File: config.mk
export PLATFORM = sky130hd
export DESIGN_NAME = uart_rx
export DESIGN_NICKNAME = d
export VERILOG_FILES = /design/src/rtl/uart_rx.sv
export SDC_FILE = /design/constraint.sdc
export NUM_CORES = 1
export LEC_CHECK = 0
export CORE_MARGIN = 3
export CORE_UTILIZATION = 51
export DETAILED_ROUTE_END_ITERATION = 8
export DONT_BUFFER_PORTS = 1
export PLACE_DENSITY = 0.71
export REMOVE_ABC_BUFFERS = 1
export SYNTH_ARGS = -nofsm -noshare
export SYNTH_HDL_FRONTEND = slang
export SYNTH_SLANG_ARGS = --single-unit
File: constraint.sdc
create_clock -name clk -period 2.1 [get_ports clk]
set_input_delay 0.315 -clock clk [delete_from_list [all_inputs] [get_ports clk]]
set_output_delay 0.315 -clock clk [all_outputs]
set_load 0.02 [all_outputs]
File: src/rtl/uart_rx.sv
// 8N1 UART receiver with a valid/ready byte output.
// Framing errors (including break) and overruns are reported as one-cycle pulses.
module uart_rx #(
    parameter int CLOCK_FREQUENCY = 100_000_000,
    parameter int BAUD_RATE       = 115200
) (
    input  logic       clk,
    input  logic       rst,
    input  logic       rxd,
    output logic [7:0] data,
    output logic       valid,
    input  logic       ready,
    output logic       frame_err,
    output logic       overrun
);

    localparam int CLKS_PER_BIT = CLOCK_FREQUENCY / BAUD_RATE;
    localparam int HALF_BIT     = CLKS_PER_BIT / 2;
    localparam int CW           = $clog2(CLKS_PER_BIT);
    localparam logic [CW-1:0] LAST_CNT = CW'(CLKS_PER_BIT - 1);
    localparam logic [CW-1:0] HALF_CNT = CW'(HALF_BIT);

    typedef enum logic [2:0] {
        S_IDLE,
        S_START,
        S_DATA,
        S_STOP,
        S_BREAK
    } state_t;

    state_t        state_q, state_d;
    logic [CW-1:0] cnt_q, cnt_d;
    logic [2:0]    idx_q, idx_d;
    logic [7:0]    shift_q, shift_d;
    logic [7:0]    data_q, data_d;
    logic          valid_q, valid_d;
    logic          frame_err_q, frame_err_d;
    logic          overrun_q, overrun_d;
    logic [1:0]    sync_q, sync_d;
    logic          rxd_s;

    assign rxd_s = sync_q[1];

    always_comb begin
        state_d     = state_q;
        cnt_d       = cnt_q;
        idx_d       = idx_q;
        shift_d     = shift_q;
        data_d      = data_q;
        valid_d     = valid_q;
        frame_err_d = 1'b0;
        overrun_d   = 1'b0;
        sync_d      = {sync_q[0], rxd};

        if (valid_q && ready) begin
            valid_d = 1'b0;
        end

        case (state_q)
            S_IDLE: begin
                if (!rxd_s) begin
                    cnt_d   = '0;
                    state_d = S_START;
                end
            end
            S_START: begin
                if (cnt_q == HALF_CNT) begin
                    cnt_d = '0;
                    // A high line at mid start bit means the low was only a glitch.
                    if (rxd_s) begin
                        state_d = S_IDLE;
                    end else begin
                        idx_d   = 3'd0;
                        state_d = S_DATA;
                    end
                end else begin
                    cnt_d = cnt_q + CW'(1);
                end
            end
            S_DATA: begin
                if (cnt_q == LAST_CNT) begin
                    cnt_d          = '0;
                    shift_d[idx_q] = rxd_s;
                    idx_d          = idx_q + 3'd1;
                    if (idx_q == 3'd7) begin
                        state_d = S_STOP;
                    end
                end else begin
                    cnt_d = cnt_q + CW'(1);
                end
            end
            S_STOP: begin
                if (cnt_q == LAST_CNT) begin
                    cnt_d = '0;
                    if (rxd_s) begin
                        // Same-edge consumption frees the slot, so no overrun then.
                        if (valid_q && !ready) begin
                            overrun_d = 1'b1;
                        end else begin
                            data_d  = shift_q;
                            valid_d = 1'b1;
                        end
                        state_d = S_IDLE;
                    end else begin
                        frame_err_d = 1'b1;
                        state_d     = S_BREAK;
                    end
                end else begin
                    cnt_d = cnt_q + CW'(1);
                end
            end
            S_BREAK: begin
                if (rxd_s) begin
                    state_d = S_IDLE;
                end
            end
            default: state_d = S_IDLE;
        endcase
    end

    always_ff @(posedge clk) begin
        if (rst) begin
            state_q     <= S_IDLE;
            cnt_q       <= '0;
            idx_q       <= 3'd0;
            shift_q     <= 8'h00;
            data_q      <= 8'h00;
            valid_q     <= 1'b0;
            frame_err_q <= 1'b0;
            overrun_q   <= 1'b0;
            sync_q      <= 2'b11;
        end else begin
            state_q     <= state_d;
            cnt_q       <= cnt_d;
            idx_q       <= idx_d;
            shift_q     <= shift_d;
            data_q      <= data_d;
            valid_q     <= valid_d;
            frame_err_q <= frame_err_d;
            overrun_q   <= overrun_d;
            sync_q      <= sync_d;
        end
    end

    assign data      = data_q;
    assign valid     = valid_q;
    assign frame_err = frame_err_q;
    assign overrun   = overrun_q;

endmodule

==> out/results.ini <==
[status]
outcome=completed

[setup_path]
cp.required_ns=2.32
slowest_stage=dfxtp_1
critPathBufInv=1
cp-end-kind=register
crit_cells=6
path_cells=ha_1 -> and4b_1 -> buf_4 -> and4_2 -> and4_1 -> mux2i_1
critPathKind=reg2reg
slowest_delay_ns=0.44
cp_top_family=simple AND/OR/NAND/NOR gates
crit_arrival_ns=2.06
worstSetupStartpointType=register
rr_endpoint=shift_q[6]$_SDFFE_PP0P_
endpoint=shift_q[6]$_SDFFE_PP0P_
crit_start=cnt_q[0]$_SDFFE_PP0P_
r2r_slack_ns=0.26
r2r_start=cnt_q[0]$_SDFFE_PP0P_
worst-path-max-fanout=10
reg2reg_depth=6

[cts]
cts_setup_buffers=0
cts.clk_slew.worst_paths_ns=0.08
cts_buffers=5
hold_buffers=0
cts.sinks=37
cts_max_level=2
cts_resized=0
cts-root-buf=clkbuf_8
clockBufferDepth=2
cts_tree=done
clock_latency_ns=0.29

[cells_and_area]
finalNetCount=226
ff_latch_area_um2=741
area_growth_pct=5.82
n_fill_cell=299
diodes=0
final_layout_size_suffix_gt1_frac=0.119
fin_area_um2=2000
multi_input_area_um2=1040

[grt]
grt_use_total=0.188
grt_max_degree=26
antenna_found_initial=0
first_global_vias=1382
grt-ovfl-total=0
grt_pass1_wl_um=6410

[synth]
ys.flop_type=dfxtp_1
synth_edf_count=0
yosys_warnings=0
synth.ff_latch_count=37
synth_area_leaders=dfxtp_1 (39%), nand3_1 (5.8%), mux2i_1 (5.3%)
syn_avg_cell_area_um2=8.80
netlist_instances=215
yosys.cell_types.count=51
synth_area_leader_cell=dfxtp_1
async_reset_ff_frac=0
yosysSeqAreaShare=0.391
synth_area_um2=1890
yosysTopAreaCellShare=0.391
synthTopCellsByCount=dfxtp_1 (37), nand2_1 (24), nand3_1 (22)
synth.most_common_cell=dfxtp_1

[die]
ios=15
start_util=0.550
coreArea_um2=3440
die_w_um=66.9
dieArea_um2=4480
chipHeight_um=66.9
num_rows=21

[sta]
slew_headroom=0.659
slew_violations=0
grt_setup_unrepaired=false
whs_ns=0.0800
setup_violations=0
fmax_ghz=0.543
final.min_clock_period_ns=1.84
worst_pin_slew_ns=0.505
final-hold-violation-count=0
finalCritPeriodShare=0.878
skew_ns=0.00945
fin_tns_setup_ns=0

[route]
vias=1531
antenna_left=0
drt-initial-drc-count=93
wirelength_um=3740
drc_errors=0
wl_per_cell_um=14.2
via_per_inst=5.80
first_pass_iters=4

[power]
power_mw=1.49
p_leak_nw=0.750
power_density_nw_per_um2=744
ir_drop_uv=445

[placed_design]
dp_hpwl_um=2770
placed_cell_area_um2=1920
routabilityCongestion=0.861
portBuffers=0

[worst_hold_path]
hp-class=in2reg

[flow_run]
drv_cap=0

## layer usage
layer,global-route usage,routed length [µm],vias up
li1,-,-,786
met1,0.247,1810,715
met2,0.288,1760,24
met3,0.0573,125,6
met4,0.0684,49,0
met5,0,0,-
## power breakdown
group | total (mW) | switching (mW) | internal, mW | leakage, nW
combinational | 0.247 | 0.131 | 0.116 | 0.407
sequential | 0.767 | 0.0392 | 0.728 | 0.299
clock | 0.477 | 0.247 | 0.230 | 0.0450
## how the worst min path moves through the flow
| stage | start | endpoint | slack (ns) | cells after the start |
|---|---|---|---|---|
| 6_report | rst | data[7]$_SDFFE_PP0P_ | 0.08 | 1 |
| 5_1_grt | rst | data[1]$_SDFFE_PP0P_ | 0.07 | 1 |
| 4_1_cts | rst | cnt_q[1]$_SDFFE_PP0P_ | 0.07 | 1 |
| 3_5_place_dp | rst | valid$_SDFF_PP0_ | 0.39 | 1 |
| 3_3_place_gp | rst | data[3]$_SDFFE_PP0P_ | 0.39 | 1 |
| 2_1_floorplan | rst | cnt_q[1]$_SDFFE_PP0P_ | 0.38 | 1 |
## placed cells by master, fill, tap and decap left out, types with 2 or more instances in the layout
| cell | count |
|---|---|
| nand2b_1 | 2 |
| xnor2_1 | 2 |
| mux2i_1 | 10 |
| a21oi_1 | 15 |
| clkbuf_8 | 5 |
| inv_1 | 13 |
| nand2_1 | 24 |
| clkinv_2 | 2 |
| nand4_1 | 4 |
| o21ai_0 | 14 |
| ha_1 | 5 |
| nor2_1 | 8 |
| o22ai_1 | 3 |
| and2_1 | 2 |
| buf_4 | 5 |
| nand3_1 | 22 |
| o21bai_1 | 2 |
| nor3_1 | 4 |
| o31ai_1 | 2 |
| dfxtp_1 | 37 |
| and4_2 | 3 |
| or2_2 | 2 |
| o32ai_1 | 2 |
| and4_1 | 2 |
| and4b_1 | 3 |
## metrics by stage
step | utilization | setup slack (ns) | instances
4_1_cts | 0.582 | 0.241 | 264
3_5_place_dp | 0.558 | 0.269 | 256
6_report | 0.582 | 0.257 | 264
2_1_floorplan | - | 0.236 | 205
5_1_grt | 0.582 | 0.00347 | 264
3_3_place_gp | 0.558 | 0.334 | 256
## final cells by class
class,instances,share of cell area
well taps,46,0.0287
clock inverters,2,0.00500
multi-input cells,155,0.517
repair buffers,5,0.0187
flip-flops and latches,37,0.370
inverters,13,0.0244
clock buffers,6,0.0362
## cells by family after synthesis
family	Yosys count	share of synthesized area
XOR/XNOR	3	0.0139
buffers and inverters	23	0.0615
adder cells (fa/ha/maj)	5	0.0330
AO/OA/AOI/OAI	49	0.180
multiplexers	11	0.0608
AND/OR/NAND/NOR	87	0.259
flip-flops	37	0.391
## state kept, by name, summed over array words and instances (netlist names)
| name | flops |
|---|---|
| cnt_q | 10 |
| overrun | 1 |
| sync_q | 2 |
| frame_err | 1 |
| data | 8 |
| state_q | 3 |
| shift_q | 8 |
| valid | 1 |
| idx_q | 3 |
Note: power is estimated with default switching activity, not from simulation.
